$ cat src/rtl/cyclic_coder_ctrl_if.sv
// Word/serial bus between the cyclic coder sequencer and its neighbours:
// word producer (s_*), the external coder (coder_*) and the framed serial line (m_*).
interface cyclic_coder_ctrl_if #(
  parameter int DATA_BITS = 12
);
  logic [DATA_BITS-1:0] s_data;
  logic                 s_valid;
  logic                 s_ready;
  logic                 coder_enable;
  logic                 coder_in;
  logic                 coder_out;
  logic                 m_bit;
  logic                 m_valid;
  logic                 m_sop;
  logic                 m_eop;
  logic                 busy;

  modport master (
    input  s_data, s_valid, coder_out,
    output s_ready, coder_enable, coder_in, m_bit, m_valid, m_sop, m_eop, busy
  );

  modport slave (
    output s_data, s_valid, coder_out,
    input  s_ready, coder_enable, coder_in, m_bit, m_valid, m_sop, m_eop, busy
  );
endinterface

$ cat src/rtl/cyclic_coder_ctrl.sv
// Sequencer for a serial systematic cyclic coder: keeps coder enable block-aligned and frames output.
// Optional CODER_CTRL_STATS_EN adds saturating block/SYNC-cycle counters (stat_blocks, stat_sync).
module cyclic_coder_ctrl #(
  parameter int DATA_BITS  = 12,
  parameter int CHECK_BITS = 4,
  parameter int BLOCK_LEN  = 16
) (
  input  logic        clk,
  input  logic        rst,
`ifdef CODER_CTRL_STATS_EN
  output logic [15:0] stat_blocks,
  output logic [15:0] stat_sync,
`endif
  cyclic_coder_ctrl_if.master bus
);

  localparam int PW = 4;

  if (BLOCK_LEN != DATA_BITS + CHECK_BITS || BLOCK_LEN != 16) begin : g_bad_len
    $error("cyclic_coder_ctrl: BLOCK_LEN must be 16 and equal DATA_BITS+CHECK_BITS");
  end

  typedef enum logic [1:0] {SYNC, IDLE, DATA, CHECK} state_t;

  state_t               r_state, w_next;
  logic [DATA_BITS-1:0] r_shreg, w_shreg;
  logic [PW-1:0]        r_cnt, w_cnt;
  // Mirrors the coder's free-running bit counter, so it must survive rst.
  logic [PW-1:0]        r_phase = '0;
  logic                 w_enable, w_cin, w_ready, w_valid, w_busy;
  logic                 w_last_phase;

  assign w_last_phase = (r_phase == PW'(BLOCK_LEN - 1));

  always_comb begin
    w_next   = r_state;
    w_shreg  = r_shreg;
    w_cnt    = r_cnt;
    w_enable = 1'b0;
    w_cin    = 1'b0;
    w_ready  = 1'b0;
    w_valid  = 1'b0;
    w_busy   = 1'b0;
    if (!rst) begin
      w_busy = (r_state != IDLE);
      case (r_state)
        SYNC: begin
          w_enable = 1'b1;
          if (w_last_phase) w_next = IDLE;
        end
        IDLE: begin
          w_ready = 1'b1;
          if (bus.s_valid) begin
            w_shreg = bus.s_data;
            w_cnt   = '0;
            w_next  = DATA;
          end
        end
        DATA: begin
          w_enable = 1'b1;
          w_valid  = 1'b1;
          w_cin    = r_shreg[DATA_BITS-1];
          w_shreg  = {r_shreg[DATA_BITS-2:0], 1'b0};
          w_cnt    = r_cnt + 1'b1;
          if (r_cnt == PW'(DATA_BITS - 1)) begin
            w_cnt  = '0;
            w_next = CHECK;
          end
        end
        CHECK: begin
          w_enable = 1'b1;
          w_valid  = 1'b1;
          w_cnt    = r_cnt + 1'b1;
          // Accepting on the last parity bit lets the next block start at phase 0 with no gap.
          if (r_cnt == PW'(CHECK_BITS - 1)) begin
            w_ready = 1'b1;
            w_cnt   = '0;
            if (bus.s_valid) begin
              w_shreg = bus.s_data;
              w_next  = DATA;
            end else begin
              w_next  = IDLE;
            end
          end
        end
        default: w_next = SYNC;
      endcase
    end
  end

  always_ff @(posedge clk) begin
    if (rst) begin
      r_state <= (r_phase != '0) ? SYNC : IDLE;
      r_cnt   <= '0;
    end else begin
      r_state <= w_next;
      r_cnt   <= w_cnt;
    end
    r_shreg <= w_shreg;
  end

  always_ff @(posedge clk) begin
    if (w_enable) r_phase <= r_phase + 1'b1;
  end

  assign bus.s_ready      = w_ready;
  assign bus.coder_enable = w_enable;
  assign bus.coder_in     = w_cin;
  assign bus.m_valid      = w_valid;
  assign bus.m_bit        = w_valid & bus.coder_out;
  assign bus.m_sop        = w_valid && (r_phase == '0);
  assign bus.m_eop        = w_valid && w_last_phase;
  assign bus.busy         = w_busy;

`ifdef CODER_CTRL_STATS_EN
  logic [15:0] r_stat_blocks, r_stat_sync;

  always_ff @(posedge clk) begin
    if (rst) begin
      r_stat_blocks <= '0;
      r_stat_sync   <= '0;
    end else begin
      if (w_valid && w_last_phase && r_stat_blocks != 16'hFFFF)
        r_stat_blocks <= r_stat_blocks + 1'b1;
      if (r_state == SYNC && r_stat_sync != 16'hFFFF)
        r_stat_sync <= r_stat_sync + 1'b1;
    end
  end

  assign stat_blocks = r_stat_blocks;
  assign stat_sync   = r_stat_sync;
`endif

endmodule

$ cat src/flat_wrapper.sv
// flat-port wrapper written by rule: the top's interface ports become plain ports
module cyclic_coder_ctrl_flat 
#(
  parameter int DATA_BITS  = 12,
  parameter int CHECK_BITS = 4,
  parameter int BLOCK_LEN  = 16
)
  (clk, rst, bus_s_data, bus_s_valid, bus_coder_out, bus_s_ready, bus_coder_enable, bus_coder_in, bus_m_bit, bus_m_valid, bus_m_sop, bus_m_eop, bus_busy);
  cyclic_coder_ctrl_if #(.DATA_BITS(DATA_BITS)) bus_i ();
  input  logic clk;
  input  logic rst;
  input wire logic [$bits(bus_i.s_data)-1:0] bus_s_data;
  input wire logic [$bits(bus_i.s_valid)-1:0] bus_s_valid;
  input wire logic [$bits(bus_i.coder_out)-1:0] bus_coder_out;
  output wire logic [$bits(bus_i.s_ready)-1:0] bus_s_ready;
  output wire logic [$bits(bus_i.coder_enable)-1:0] bus_coder_enable;
  output wire logic [$bits(bus_i.coder_in)-1:0] bus_coder_in;
  output wire logic [$bits(bus_i.m_bit)-1:0] bus_m_bit;
  output wire logic [$bits(bus_i.m_valid)-1:0] bus_m_valid;
  output wire logic [$bits(bus_i.m_sop)-1:0] bus_m_sop;
  output wire logic [$bits(bus_i.m_eop)-1:0] bus_m_eop;
  output wire logic [$bits(bus_i.busy)-1:0] bus_busy;
  assign bus_i.s_data = bus_s_data;
  assign bus_i.s_valid = bus_s_valid;
  assign bus_i.coder_out = bus_coder_out;
  assign bus_s_ready = bus_i.s_ready;
  assign bus_coder_enable = bus_i.coder_enable;
  assign bus_coder_in = bus_i.coder_in;
  assign bus_m_bit = bus_i.m_bit;
  assign bus_m_valid = bus_i.m_valid;
  assign bus_m_sop = bus_i.m_sop;
  assign bus_m_eop = bus_i.m_eop;
  assign bus_busy = bus_i.busy;
  cyclic_coder_ctrl #(.DATA_BITS(DATA_BITS), .CHECK_BITS(CHECK_BITS), .BLOCK_LEN(BLOCK_LEN)) u_core (.clk(clk), .rst(rst), .bus(bus_i));
endmodule
$ cat config.mk
export PLATFORM = sky130hd
export DESIGN_NAME = cyclic_coder_ctrl_flat
export DESIGN_NICKNAME = d
export VERILOG_FILES = /design/src/rtl/cyclic_coder_ctrl_if.sv /design/src/rtl/cyclic_coder_ctrl.sv /design/src/flat_wrapper.sv
export SDC_FILE = /design/constraint.sdc
export NUM_CORES = 1
export LEC_CHECK = 0
export ABC_AREA = 0
export CORE_ASPECT_RATIO = 0.7
export CORE_MARGIN = 2
export CORE_UTILIZATION = 53
export CTS_CLUSTER_DIAMETER = 150
export DETAILED_ROUTE_END_ITERATION = 12
export PLACE_DENSITY = 0.82
export SLEW_MARGIN = 40
export SYNTH_ARGS = -nofsm -noshare
export SYNTH_HDL_FRONTEND = slang
export SYNTH_SLANG_ARGS = --single-unit
$ cat constraint.sdc
create_clock -name clk -period 4.7 [get_ports clk]
set_input_delay 0.47 -clock clk [delete_from_list [all_inputs] [get_ports clk]]
set_output_delay 0.47 -clock clk [all_outputs]
set_load 0.01 [all_outputs]
======== Word-level counts from Yosys, hierarchy flattened ========
Index checks and enable logic that the tools add are counted.
cells by class
  muxes and demuxes ....................... 25
  bitwise operators ....................... 2
  equal/unequal tests ..................... 13
  reductions and logical operators ........ 11
  add/sub/neg operators ................... 2
operators with widths
  kind                   number
  $pmux W12 S3           1
  $mux W12               2
  $mux W2                6
  $mux W4                3
  $pmux W4 S3            1
  $mux W1                10
  $ne A3 B2 Y1 const B   3
  $add A4 B1 Y4 const B  2
  $eq A4 B4 Y1 const B   2
  $pmux W2 S4            1
  $eq A2 B2 Y1 const B   2
  $eq A4 B2 Y1 const B   1
  $logic_not A4 Y1       1
  $ne A2 B1 Y1 const B   2
  $reduce_and A4 Y1      1
  $reduce_bool A4 Y1     1
  $ne A3 B3 Y1 const B   1
  $reduce_and A3 Y1      1
  $reduce_bool A3 Y1     1
  $reduce_or A3 Y1       1
  $eq A2 B1 Y1 const B   1
  $logic_and A1 B1 Y1    2
  $logic_not A2 Y1       1
  $ne A2 B2 Y1 const B   1
  5 further kinds        5
word-level totals
  output and inout bits ................... 8
  register bits after elaboration ......... 22
  word-level logic and storage cells ...... 57
  input port bits ......................... 16

======== Depth between registers and ports, before layout ========
  word-level depth ........................ 5
  depth in mapped cells ................... 4
  mapped depth without buffers ............ 4

======== Least setup slack after synthesis ========
OpenSTA, ideal clock, no wires.
  kind .................................... register -> register
  from .................................... reg u_core.r_cnt[0]
  to ...................................... reg u_core.r_shreg[10], enable pin
  data required time ...................... 4317 ps
  period minus slack after synthesis ...... 1938 ps
  setup slack ............................. 2762 ps
  buffers on the path ..................... 0
  data arrival time ....................... 1556 ps
  setup time .............................. 383 ps
  cell stages (with the launch flop) ...... 5
  cells stage by stage .................... dfxtp_1 ha_1 nor3b_1 o21ai_0 a21oi_1
between the ends
  longest elaborated chain between the ends .. 3
ends and longest elaborated chain
  element                      RTL line                 RTL
  from (decl)                  cyclic_coder_ctrl.sv:27  logic [PW-1:0] r_cnt, w_cnt;
  from (signal assigned)       cyclic_coder_ctrl.sv:97  r_cnt <= w_cnt;
  $eq A4 B2 Y1                 cyclic_coder_ctrl.sv:75  if (r_cnt == PW'(CHECK_BITS - 1)) begin
  $ne A2 B1 Y1 (no line)       --
  $reduce_and A3 Y1 (no line)  --
  to (signal assigned)         cyclic_coder_ctrl.sv:99  r_shreg <= w_shreg;
  to (decl)                    cyclic_coder_ctrl.sv:26  logic [DATA_BITS-1:0] r_shreg, w_shreg;
No other way between the ends.
A chain may end at the register's enable or synchronous reset.

======== Final worst setup path ========
  from .................................... reg u_core.r_cnt[0]
  to ...................................... out bus_s_ready
between the ends
  longest elaborated chain between the ends .. 4
ends and longest elaborated chain
  element       RTL line                 RTL
  $eq A4 B2 Y1  cyclic_coder_ctrl.sv:75
  $mux W1       cyclic_coder_ctrl.sv:75
  $pmux W1 S2   cyclic_coder_ctrl.sv:46  case (r_state)
  $mux W1       cyclic_coder_ctrl.sv:44  if (!rst) begin
  to (decl)     flat_wrapper.sv:15       output wire logic [$bits(bus_i.s_ready)-1:0] bus_s_ready;
No other way between the ends.

==> flow_summary.json <==
{
  "routed_via_density": 5.43,
  "comb_power_share_pct": 24.5,
  "design.core.area_um2": 2120,
  "required_ps": 4230,
  "final_common_cell": "nand2_1",
  "final_cell_mix": "nand2_1, clkdlybuf4s50_1, edfxtp_1, nand3_1, nor2_1",
  "p_leak_nw": 0.552,
  "drt_iter0_drc": 29,
  "die_h_um": 43.3,
  "finalSetupTns_ps": 0,
  "clock_skew_ps": 14.3,
  "dpl_cell_area_um2": 1400,
  "dp_slack_ps": 2000,
  "clk_pin_slew_ps": 130,
  "holdBufCountCts": 0,
  "seq_area_frac_synth_pct": 53.2,
  "syn-instance-count": 122,
  "worstPathArrival_ps": 2250,
  "swShare_pct": 30.0,
  "synth_edf_count": 18,
  "finalCritPeriodShare_pct": 58.0,
  "clkSinkCount": 22,
  "fin_ws_ps": 1980,
  "fmax_mhz": 367,
  "place.gp.congestion": 0.825,
  "vias": 939,
  "ys_seq_elements": 22,
  "avgSynthCellArea_um2": 9.57,
  "endpoint_kind": "output pin",
  "clkPwrFrac_pct": 25.4,
  "nFillCells": 174,
  "grt_overflow_total": 0,
  "ir_drop_v": 0.000294,
  "power.internal_uw": 409,
  "avgRoutedWirePerCell_um": 13.4,
  "p_seq_share_pct": 50.1,
  "area_growth_pct": 24.5,
  "ys_types": 31,
  "synthesis.nets": 141,
  "drtAntennaViolNets": 0,
  "maxCapViolCount": 0,
  "portBuffers": 23,
  "worstMarginPinSlew_ps": 639,
  "stdcell_area_um2": 1450,
  "numCtsBuffers": 3,
  "drc_errors": 0,
  "grt_max_degree": 19,
  "drt-pass1-iter-count": 4,
  "path_class": "flop to output pin",
  "rows": 14,
  "hold_depth": 2,
  "hpwl_um": 1650,
  "fin_util_pct": 68.6,
  "rr_worst_depth": 4,
  "chipWidth_um": 60.1,
  "crit_fanout": 5,
  "start_util_pct": 55.1,
  "hold_path.class": "flop to flop",
  "layout-drive-gt1-share_pct": 6.38,
  "startpoint_type": "flop",
  "top_level_ports": 24,
  "finalHoldViolations": 0,
  "relSlewSlack_pct": 57.3,
  "clockBufferDepth": 2,
  "drt-total-wl_um": 2310,
  "post_cts_resized": 0,
  "p_switching_uw": 175,
  "antenna_cells": 0,
  "grt_pass1_wl_um": 3800,
  "finalCriticalPeriod_ps": 2720,
  "antenna_found_initial": 0,
  "clock_latency_ps": 330,
  "clock-root-buffer": "clkbuf_4",
  "outcome": "completed",
  "track_usage_pct": 20.1,
  "p_per_area_nw_per_um2": 402,
  "num-nets-final": 161,
  "cts_setup_buffers": 0,
  "setup_violations": 0,
  "cts_tree": "done",
  "cts_max_level": 1,
  "grt_pass1_vias": 848,
  "dieArea_um2": 2600,
  "syn_area_um2": 1170,
  "drv_slew": 0,
  "async_reset_ff_share_pct": 0,
  "synth-main-ff-cell": "edfxtp_1",
  "rsz0062_at_grt": "false",
  "yosysWarnings": 0
}
[worst max-delay path, cell delays in order (launching register included)]
cell,delay [ps]
dfxtp_1,420
ha_1,240
nor3b_1,410
nor2_1,80
nor3b_1,190
clkdlybuf4s50_1,580
[synthesized netlist by cell type, types with 2 or more instances]
cell      instances  area share (%)
buf_4             2             1.3
nor2_1            9             2.9
nand2b_1          3             1.6
nor2b_1           3             1.6
buf_1             2            0.64
xnor2_1           2             1.5
o21ai_0           4             1.7
ha_1              3             3.2
edfxtp_1         18              46
nor3b_1           3             1.9
buf_2             4             1.7
inv_1             3            0.96
nand3_1          15             6.4
dfxtp_1           4             6.9
a21oi_1           5             2.1
nand2_1          27             8.7
[power groups by stage]
stage / Sequential (mW) / Combinational [mW] / Clock, mW
after floorplan: 0.280 / 0.109 / 0
after global placement: 0.293 / 0.135 / 0
after detailed placement: 0.296 / 0.142 / 0
after CTS: 0.291 / 0.143 / 0.149
after global routing: 0.297 / 0.161 / 0.156
final: 0.293 / 0.143 / 0.149
[final cells by class]
type / instances / area, µm² / area share (%)
Clock buffer: 3 / 22.5 / 1.55
Clock inverter: 1 / 30.0 / 2.07
Inverter: 3 / 11.3 / 0.775
Multi-Input combinational cell: 89 / 499 / 34.3
Sequential cell: 22 / 621 / 42.7
Tap cell: 32 / 40.0 / 2.75
Timing Repair Buffer: 23 / 230 / 15.8
[per-layer routing]
layer / share of wire [%] / vias up / GRT usage, %
met5: 0 / - / 0
met3: 5.4 / 11 / 6.40
li1: - / 464 / -
met2: 43 / 40 / 28.3
met4: 2.3 / 0 / 6.67
met1: 49 / 424 / 29.1
[stage by stage]
| step | hold WS, ps | cells | total power, mW |
|---|---|---|---|
| 6_report | 508 | 173 | 0.584 |
| 4_1_cts | 519 | 173 | 0.583 |
| 5_1_grt | 569 | 173 | 0.614 |
| 2_1_floorplan | 475 | 122 | 0.389 |
| 3_5_place_dp | 494 | 169 | 0.439 |
| 3_3_place_gp | 491 | 169 | 0.428 |
[registers in the layout (all words and copies together) (netlist names)]
register,flops
u_core.r_shreg,12
u_core.r_state,2
u_core.r_cnt,4
u_core.r_phase,4
[path summary, 6_finish.rpt]
kind	from	to	slack [ps]
max	u_core.r_cnt[0]$_SDFFE_PP0P_	bus_s_ready	1980
max reg2reg	u_core.r_cnt[0]$_SDFFE_PP0P_	u_core.r_shreg[3]$_DFFE_PP_	2550
min	u_core.r_shreg[4]$_DFFE_PP_	u_core.r_shreg[5]$_DFFE_PP_	510
min reg2reg	u_core.r_shreg[4]$_DFFE_PP_	u_core.r_shreg[5]$_DFFE_PP_	510
[cells by family (layout without fill, tap and decap cells)]
family	after synthesis	in the layout	share of synthesized area [%]
and+or+nand+nor	66	66	26.6
DFF	22	22	53.2
AOI/OAI and AO/OA	15	15	8.36
buffers and inverters	11	30	4.61
adders and majority gates	3	3	3.22
xor gates and xnor gates	3	3	2.25
muxes	2	2	1.82
(Power assumes the default switching activity.)
